===== src/rtl/pipelined_csel_adder.sv =====
// rtl/pipelined_csel_adder.sv - two-stage pipelined carry-select adder/subtractor with valid/ready streaming
module pipelined_csel_adder #(
    parameter int WIDTH = 16,
    parameter int BLK   = 4
) (
    input  logic             clk,
    input  logic             rst_n,
    input  logic             in_valid,
    output logic             in_ready,
    input  logic [WIDTH-1:0] a,
    input  logic [WIDTH-1:0] b,
    input  logic             cin,
    input  logic             sub,
    output logic             out_valid,
    input  logic             out_ready,
    output logic [WIDTH-1:0] sum,
    output logic             cout,
    output logic             ovf
);

    localparam int NB = WIDTH / BLK;
    // Upper blocks (1..NB-1) carry both speculative results; keep at least one slot
    localparam int NH = (NB > 1) ? NB - 1 : 1;

    generate
        if ((WIDTH % BLK) != 0) begin : g_bad_width
            $error("pipelined_csel_adder: WIDTH must be a multiple of BLK");
        end
    endgenerate

    logic             advance;
    logic [WIDTH-1:0] b_eff;
    logic             c_in;

    // Both stages move together; a stalled full output freezes the whole pipe
    assign advance  = !out_valid || out_ready;
    assign in_ready = advance;

    // Subtraction is a + ~b + 1, so cin only matters in add mode
    assign b_eff = sub ? ~b : b;
    assign c_in  = sub | cin;

    logic [BLK:0]         blk0_d;
    logic [NH-1:0][BLK:0] sum0_d;
    logic [NH-1:0][BLK:0] sum1_d;

    // Stage 1 precompute: block 0 uses the real carry-in, upper blocks both carry guesses
    always_comb begin
        blk0_d = {1'b0, a[BLK-1:0]} + {1'b0, b_eff[BLK-1:0]} + {{BLK{1'b0}}, c_in};
        sum0_d = '0;
        sum1_d = '0;
        for (int k = 1; k < NB; k++) begin
            sum0_d[k-1] = {1'b0, a[k*BLK +: BLK]} + {1'b0, b_eff[k*BLK +: BLK]};
            sum1_d[k-1] = {1'b0, a[k*BLK +: BLK]} + {1'b0, b_eff[k*BLK +: BLK]}
                          + {{BLK{1'b0}}, 1'b1};
        end
    end

    logic                 v1_q;
    logic [BLK:0]         blk0_q;
    logic [NH-1:0][BLK:0] sum0_q;
    logic [NH-1:0][BLK:0] sum1_q;
    logic                 amsb_q;
    logic                 bmsb_q;

    // Stage 1 register: loads a bubble when no beat is offered
    always_ff @(posedge clk or negedge rst_n) begin
        if (!rst_n) begin
            v1_q   <= 1'b0;
            blk0_q <= '0;
            sum0_q <= '0;
            sum1_q <= '0;
            amsb_q <= 1'b0;
            bmsb_q <= 1'b0;
        end else if (advance) begin
            v1_q   <= in_valid;
            blk0_q <= blk0_d;
            sum0_q <= sum0_d;
            sum1_q <= sum1_d;
            amsb_q <= a[WIDTH-1];
            bmsb_q <= b_eff[WIDTH-1];
        end
    end

    logic [WIDTH-1:0] res_d;
    logic             carry_d;
    logic             ovf_d;

    // Stage 2 select chain: each block's chosen carry picks the next block's result
    always_comb begin
        res_d          = '0;
        res_d[BLK-1:0] = blk0_q[BLK-1:0];
        carry_d        = blk0_q[BLK];
        for (int k = 1; k < NB; k++) begin
            if (carry_d) begin
                res_d[k*BLK +: BLK] = sum1_q[k-1][BLK-1:0];
                carry_d             = sum1_q[k-1][BLK];
            end else begin
                res_d[k*BLK +: BLK] = sum0_q[k-1][BLK-1:0];
                carry_d             = sum0_q[k-1][BLK];
            end
        end
        ovf_d = (amsb_q == bmsb_q) && (res_d[WIDTH-1] != amsb_q);
    end

    // Stage 2 register: result data only changes when a real beat arrives
    always_ff @(posedge clk or negedge rst_n) begin
        if (!rst_n) begin
            out_valid <= 1'b0;
            sum       <= '0;
            cout      <= 1'b0;
            ovf       <= 1'b0;
        end else if (advance) begin
            out_valid <= v1_q;
            if (v1_q) begin
                sum  <= res_d;
                cout <= carry_d;
                ovf  <= ovf_d;
            end
        end
    end

endmodule

===== config.mk =====
export PLATFORM = sky130hd
export DESIGN_NAME = pipelined_csel_adder
export DESIGN_NICKNAME = d
export VERILOG_FILES = /design/src/rtl/pipelined_csel_adder.sv
export SDC_FILE = /design/constraint.sdc
export NUM_CORES = 1
export LEC_CHECK = 0
export BUFFER_PORTS_ARGS = -buffer_cell sky130_fd_sc_hd__buf_2
export CAP_MARGIN = 0
export CORE_ASPECT_RATIO = 0.5
export CORE_UTILIZATION = 43
export DETAILED_ROUTE_END_ITERATION = 7
export PLACE_DENSITY = 0.67
export SETUP_SLACK_MARGIN = 0.15
export SLEW_MARGIN = 20
export SYNTH_ARGS = -nofsm -noshare
export SYNTH_HDL_FRONTEND = slang
export SYNTH_SLANG_ARGS = --single-unit

===== constraint.sdc =====
create_clock -name clk -period 1.6 [get_ports clk]
set_input_delay 0.24 -clock clk [delete_from_list [all_inputs] [get_ports clk]]
set_output_delay 0.24 -clock clk [all_outputs]
set_load 0.1 [all_outputs]

* Word level (Yosys, flattened, before mapping)
Cells that the tools add are included.
Operators by class: add/subtract/negate cells 8, $mul 0, div/mod/pow operators 0, $lt $le $gt $ge 0, equality and inequality tests 2, shifts and indexed selects 0, mux-type cells 7, bitwise logic cells 2, reduce and logical (&&, ||, !) cells 4
Operators by type and width (number):
- $add A4 B4 Y5 | 4
- $mux W16 | 1
- $not A16 Y16 | 1
- $add A5 B1 Y5 const B | 3
- $mux W4 | 3
- $add A5 B1 Y5 | 1
- $mux W1 | 3
- $reduce_and A2 Y1 | 1
- $eq A1 B1 Y1 | 1
- $logic_and A1 B1 Y1 | 1
- $logic_not A1 Y1 | 1
- $logic_or A1 B1 Y1 | 1
- $ne A1 B1 Y1 | 1
- $or A1 B1 Y1 | 1
Storage, ports and cells: register bits 57, latch bits 0, bits in writable memories 0, memory bits (read-only) 0, bits of input ports 38, output and inout bits 20, logic and storage cells 37, memories kept 0

* Depth between registers and ports, before layout
Gate-level depths: netlist of the first run.
depth in word-level cells 5, mapped depth 11, depth with buffers taken out 10

* Worst setup path before layout of the first run
Ideal clock, no wire load.
path kind input to register, from input sub, to register sum1_q[9] in the netlist's numbering, library setup time 0.095 ns, arrival time 2.404 ns, required time 1.505 ns, setup slack -0.900 ns, stages 9, path buffers 2, cell sequence clkbuf_1 -> buf_2 -> xor2_1 -> ha_1 -> fa_1 -> ha_1 -> nand2_1 -> o31a_1 -> o31ai_1
RTL lines:
- start: declaration | line 13 | input logic sub,
- end signal: assignment | line 79 | sum1_q <= sum1_d;
- end: declaration | line 62 | logic [NH-1:0][BLK:0] sum1_q;

==> results of run 1 <==
## how the worst max path moves through the flow
stage / from / end / slack, ns
after detailed placement: sub / sum1_q[14] / -0.76
after global placement: sub / sum1_q[14] / -0.63
after floorplan: sub / sum1_q[14] / -0.56
final: sub / sum1_q[4] / -0.39
after CTS: sub / sum1_q[4] / -0.31
after global routing: sub / sum1_q[4] / -0.43
## per-layer routing
| metal | vias up | part of all wire (%) | global-route usage (%) |
|---|---|---|---|
| met5 | - | 0 | 0 |
| met4 | 0 | 1.4 | 5.12 |
| met3 | 15 | 7.8 | 6.93 |
| met2 | 121 | 45 | 35.6 |
| met1 | 1336 | 46 | 35.0 |
| li1 | 1304 | - | - |
## where the power goes
part           switching [mW]  leakage (nW)  total (mW)  internal, mW
Sequential              0.369         0.679        2.31          1.95
Combinational            3.03          1.63        4.74          1.71
Clock                   0.636         0.166        2.19          1.56
## cell families (layout without fill, tap and decap cells)
kind of cell | Yosys count | after routing | share of synthesized area [%]
buffers and inverters | 23 | 156 | 3.11
flip-flops | 57 | 57 | 44.8
adder cells (fa/ha/maj) | 24 | 24 | 10.6
multiplexers | 25 | 25 | 9.12
AO/OA/AOI/OAI | 50 | 50 | 9.44
AND/OR/NAND/NOR | 103 | 103 | 13.9
XOR/XNOR | 28 | 28 | 9.00
## synth_stat cells, types with 2 or more instances
| master | n |
|---|---|
| a21o_1 | 4 |
| a21oi_1 | 16 |
| and2_1 | 5 |
| and3_1 | 3 |
| buf_2 | 4 |
| clkbuf_1 | 9 |
| dfrtp_1 | 57 |
| fa_1 | 5 |
| ha_1 | 19 |
| inv_1 | 8 |
| mux2_2 | 7 |
| mux2i_1 | 14 |
| mux2i_4 | 2 |
| nand2_1 | 60 |
| nand3_1 | 5 |
| nor2_1 | 20 |
| nor2b_1 | 2 |
| nor4_1 | 3 |
| o21a_1 | 2 |
| o21ai_0 | 10 |
| o21ai_1 | 8 |
| o31a_1 | 2 |
| o31ai_1 | 4 |
| xnor2_1 | 5 |
| xnor3_1 | 3 |
| xor2_1 | 20 |
## per-stage QoR
| stage | cells | hold slack, ns | setup TNS, ns |
|---|---|---|---|
| finish | 535 | 0.130 | -3.30 |
| global route | 535 | 0.143 | -4.18 |
| CTS | 524 | 0.129 | -2.42 |
| detailed placement | 489 | 0.235 | -12.02 |
| global placement | 489 | 0.215 | -10.90 |
| floorplan | 310 | -0.0556 | -5.84 |
## worst register-to-register path: stages, from the launching register on
cell	delay (ns)
dfrtp_1	0.39
mux2i_4	0.30
mux2i_4	0.42
mux2i_2	0.30
o21ai_1	0.08
## sequential cells by signal, summed over array words and instances (netlist names)
| name | count |
|---|---|
| sum0_q | 15 |
| ovf | 1 |
| amsb_q | 1 |
| blk0_q | 5 |
| sum1_q | 15 |
| cout | 1 |
| out_valid | 1 |
| v1_q | 1 |
| sum | 16 |
| bmsb_q | 1 |
## repair_timing
item                                   4_1_cts  5_1_grt
gates resized for setup                     56       70
endpoints found under the hold margin       20        0
hold buffers                                 1        0
setup endpoints to repair                   31       39
gates cloned                                 1        0
pin swaps                                   35       33
setup buffers                               17       12
## cell type report
cell class                      instances  area [sq um]  share of cell area [%]
Tap cell                               92           115                    2.19
Timing Repair Buffer                  131          1060                    20.1
Sequential cell                        57          1430                    27.2
Inverter                                9          36.3                   0.691
Clock buffer                           11           243                    4.62
Clock inverter                          5           103                    1.95
Multi-Input combinational cell        230          2270                    43.2
==> results.sh, run 1 <==
export IMPL_status="finished, violations left"
export IMPL_violations="negative setup slack"
export IMPL_clk_latency_ns=0.32
export IMPL_p_total_mw=9.25
export IMPL_via_per_inst=5.19
export IMPL_cts_root_buffer="clkbuf_16"
export IMPL_gp_congestion=0.735
export IMPL_grt_pass1_vias=2732
export IMPL_htreeDepth=3
export IMPL_yosys_top_cells_area="dfrtp_1 45%, ha_1 7.5%, nand2_1 7.1%, xor2_1 5.5%, mux2i_1 4.4%"
export IMPL_ant_nets=0
export IMPL_hold_viol=0
export IMPL_grt_antenna_before_repair=0
export IMPL_synth_edf_count=0
export IMPL_io_buffers=57
export IMPL_cp_top_family="adder cells"
export IMPL_netlist_instances=310
export IMPL_worstHoldEndpoint="v1_q"
export IMPL_synth_top_area_share_pct=44.8
export IMPL_die_y_microns=62.8
export IMPL_cp_cell_sequence="buf_12, buf_8, xor2_2, ha_2, fa_2, ha_4, nand2_4, o31a_1, o31ai_2"
export IMPL_worst_path_buf_inv=2
export IMPL_cp_end_kind="flop"
export IMPL_r2r_start="blk0_q[4]"
export IMPL_grt_pass1_wl_mm=13.8
export IMPL_synth_cell_types=39
export IMPL_period_share_pct=124
export IMPL_ff2ff_path_depth=4
export IMPL_worst_ep_arrival_time_ns=2.20
export IMPL_cts_buffer_depth=2
export IMPL_overflow=0
export IMPL_crit_slowest_cell="fa_2"
export IMPL_synth_main_ff_cell="dfrtp_1"
export IMPL_fin_area_sq_um=5250
export IMPL_totalWireLength_mm=9.30
export IMPL_layout_cells_most_common="dfrtp_1"
export IMPL_nets=500
export IMPL_rsz0062_at_grt="true"
export IMPL_yosysWarnings=0
export IMPL_wl_per_cell_microns=17.4
export IMPL_hp_start="in_valid"
export IMPL_floorplan_initialDensity_pct=46.0
export IMPL_max_freq_mhz=503
export IMPL_cts_tree="done"
export IMPL_syn_num_nets=372
export IMPL_seq_area_frac_synth_pct=44.8
export IMPL_fin_crit_ns=1.99
export IMPL_p_leak_nw=2.47
export IMPL_finalMaxSlewViolations=0
export IMPL_worstHoldPathCells=3
export IMPL_async_reset_ff_share_pct=100
export IMPL_critPathRequiredTime_ns=1.81
export IMPL_fin_util_pct=76.0
export IMPL_yosysTopAreaCell="dfrtp_1"
export IMPL_num_rows=21
export IMPL_grtUsageTotal_pct=24.1
export IMPL_cts_clk_slew_worst_paths_ns=0.05
export IMPL_fp_dieW_microns=124
export IMPL_syn_area_sq_um=3180
export IMPL_ys_ff_latch=57
export IMPL_grt_max_degree=38
export IMPL_power_density_nw_per_um2=1760
export IMPL_finalClockSkew_ns=0.00350
export IMPL_slowest_delay_ns=0.64
export IMPL_synth_avg_cell_area_sq_um=10.3
export IMPL_drt_iter0_markers=218
export IMPL_fp_dieArea_sq_um=7770
export IMPL_place_ws_ns=-0.756
export IMPL_fillers=422
export IMPL_antenna_cells=0
export IMPL_drive_gt1_share_pct=56.0
export IMPL_cap_violations=0
export IMPL_mostFrequentLayoutCells="56 x dfrtp_1, 54 x buf_2, 50 x nand2_1, 39 x buf_4, 29 x buf_6"
export IMPL_cp_num_cells=9
export IMPL_regToRegEndpoint="cout"
export IMPL_setup_ws_ns=-0.387
export IMPL_clkSinkCount=57
export IMPL_dpl_hpwl_mm=5.51
export IMPL_placed_cell_area_sq_um=4030
export IMPL_core_region_area_sq_um=6910
export IMPL_slew_headroom_pct=67.0
export IMPL_vias=2776
export IMPL_min_path_type="in2reg"
export IMPL_route_detailed_drc=0
export IMPL_cts_made_buffers=9
export IMPL_critical_path_peak_fanout=5
export IMPL_io_pins=58
export IMPL_path_class="in2reg"
export IMPL_synthToLayoutAreaGrowth_pct=65.1
export IMPL_startpoint_type="primary input"
export IMPL_reg2reg_slack_ns=-0.02
export IMPL_first_pass_iters=4
export IMPL_worst_pin_slew_ns=0.495
export IMPL_ir_drop_mv=0.726
export IMPL_setup_viol=23
No activity file was read; power rests on OpenSTA's default activity.
==> run 2, diff against run 1 <==
--- a/config.mk
+++ b/config.mk
@@ -8,9 +8,9 @@
 export BUFFER_PORTS_ARGS = -buffer_cell sky130_fd_sc_hd__buf_2
 export CAP_MARGIN = 0
 export CORE_ASPECT_RATIO = 0.5
-export CORE_UTILIZATION = 43
+export CORE_UTILIZATION = 45
 export DETAILED_ROUTE_END_ITERATION = 7
-export PLACE_DENSITY = 0.67
+export PLACE_DENSITY = 0.69
 export SETUP_SLACK_MARGIN = 0.15
 export SLEW_MARGIN = 20
 export SYNTH_ARGS = -nofsm -noshare
==> results.sh, run 2 (synthesized netlist as in run 1, its figures left out) <==
export IMPL_grt_antenna_before_repair=0
export IMPL_gp_congestion=0.717
export IMPL_fin_crit_ns=1.85
export IMPL_setup_ws_ns=-0.248
export IMPL_fp_dieArea_sq_um=7430
export IMPL_finalClockSkew_ns=0.00598
export IMPL_rsz0062_at_grt="true"
export IMPL_drt_iter0_markers=177
export IMPL_violations="negative setup slack"
export IMPL_grtUsageTotal_pct=22.9
export IMPL_finalMaxSlewViolations=0
export IMPL_worst_pin_slew_ns=0.496
export IMPL_clkSinkCount=57
export IMPL_startpoint_type="primary input"
export IMPL_totalWireLength_mm=8.40
export IMPL_p_int_mw=4.94
export IMPL_grt_pass1_wl_mm=12.5
export IMPL_path_class="in2reg"
export IMPL_p_leak_nw=2.33
export IMPL_fillers=452
export IMPL_cp_end_kind="flop"
export IMPL_crit_slowest_cell="fa_2"
export IMPL_switchingPower_mw=3.82
export IMPL_critical_path_peak_fanout=7
export IMPL_drive_gt1_share_pct=49.8
export IMPL_antenna_cells=0
export IMPL_cts_clk_slew_worst_paths_ns=0.05
export IMPL_first_pass_iters=4
export IMPL_fin_util_pct=72.0
export IMPL_cap_violations=0
export IMPL_grt_max_degree=43
export IMPL_clk_latency_ns=0.33
export IMPL_nets=483
export IMPL_status="finished, violations left"
export IMPL_largest_reg_flops=16
export IMPL_p_total_mw=8.77
export IMPL_cts_root_buffer="clkbuf_16"
export IMPL_core_region_area_sq_um=6750
export IMPL_seqPwrFrac_pct=26.1
export IMPL_layout_cells_most_common="dfrtp_1"
export IMPL_cts_tree="done"
export IMPL_switching_share_pct=43.6
export IMPL_slowest_delay_ns=0.58
export IMPL_cp_cell_sequence="buf_8, buf_4, xor2_1, ha_2, fa_2, ha_4, nand2_2, o31a_1, o31ai_1"
export IMPL_synthToLayoutAreaGrowth_pct=52.9
export IMPL_mostFrequentLayoutCells="56 x dfrtp_1, 55 x nand2_1, 54 x buf_2, 41 x buf_4, 19 x nor2_1"
export IMPL_slew_headroom_pct=67.2
export IMPL_ir_drop_mv=0.788
export IMPL_max_freq_mhz=541
export IMPL_dpl_hpwl_mm=5.52
export IMPL_num_rows=21
export IMPL_ant_nets=0
export IMPL_cts_made_buffers=9
export IMPL_floorplan_initialDensity_pct=47.1
export IMPL_die_y_microns=61.5
export IMPL_overflow=0
export IMPL_wl_per_cell_microns=16.2
export IMPL_period_share_pct=116
export IMPL_critPathRequiredTime_ns=1.83
export IMPL_clockPowerShare_pct=24.9
export IMPL_setup_viol=19
export IMPL_reg_top3="sum (16), sum0_q (15), sum1_q (15)"
export IMPL_power_density_nw_per_um2=1800
export IMPL_cts_buffer_depth=2
export IMPL_hold_viol=0
export IMPL_min_path_type="in2reg"
export IMPL_io_buffers=57
export IMPL_io_pins=58
export IMPL_regMostFlops="sum"
export IMPL_grt_pass1_vias=2542
export IMPL_via_per_inst=5.12
export IMPL_route_detailed_drc=0
export IMPL_power_frac_comb_pct=49.0
export IMPL_worst_ep_arrival_time_ns=2.08
export IMPL_fp_dieW_microns=121
export IMPL_vias=2650
export IMPL_htreeDepth=3
[run 2: worst max-delay path: cells and delay by family]
family                   cells  cell delay (ns)
AO/OA/AOI/OAI                2             0.43
AND/OR/NAND/NOR              1             0.05
adder cells (fa/ha/maj)      3             0.93
XOR/XNOR                     1             0.16
buffers and inverters        2             0.28
[run 2: power by group through the flow]
| stage | clock network [mW] | registers [mW] | logic [mW] |
|---|---|---|---|
| after global routing | 2.28 | 2.35 | 4.51 |
| final | 2.18 | 2.29 | 4.30 |
| after CTS | 2.21 | 2.28 | 4.05 |
| after detailed placement | 0 | 2.29 | 3.80 |
| after global placement | 0 | 2.25 | 3.73 |
| after floorplan | 0 | 3.82 | 1.37 |
[run 2: path summary, 6_finish.rpt]
path	depth (start not counted)	slack, ns	to	start
setup reg to reg	4	-0.06	sum[13]	blk0_q[4]
min in group asynchronous	2	0.37	sum[11]	rst_n
hold / removal	3	0.11	v1_q	in_valid
hold reg to reg	2	0.46	sum0_q[0]	sum0_q[0]
setup / recovery	9	-0.25	sum1_q[4]	sub
max in group asynchronous	3	0.69	sum1_q[9]	rst_n
[run 2: area by class of cell]
type / instances / area (sq um) / area share (%)
clock buffer: 11 / 243 / 4.99
clock inverter: 5 / 103 / 2.11
inverter: 9 / 33.8 / 0.694
multi-input combinational: 230 / 2100 / 43.1
sequential: 57 / 1430 / 29.4
tap: 92 / 115 / 2.37
timing repair buffer: 114 / 842 / 17.3
[run 2: stage by stage]
step / hold WS (ns) / TNS [ns] / area (sq um) / setup WS, ns / std cells
floorplan: -0.0556 / -5.84 / 3410 / -0.560 / 310
global placement: 0.168 / -9.81 / 4020 / -0.627 / 487
detailed placement: 0.176 / -11.20 / 4020 / -0.705 / 487
CTS: 0.111 / -1.91 / 4660 / -0.307 / 515
global route: 0.138 / -3.44 / 4860 / -0.314 / 518
finish: 0.115 / -2.32 / 4860 / -0.248 / 518
[run 2: repair_timing]
item / CTS / global route
endpoints found under the hold margin: 15 / 0
buffers inserted: 10 / 3
cloned: 1 / 0
endpoints found under the setup margin: 29 / 40
gates resized for setup: 38 / 36
hold buffers: 1 / 0
pin swaps: 28 / 18
[run 2: metal layers]
layer | GRT usage [%] | part of all wire [%]
met1 | 33.0 | 46
met2 | 33.9 | 45
met3 | 5.93 | 7.6
met4 | 7.41 | 1.1
met5 | 0 | 0
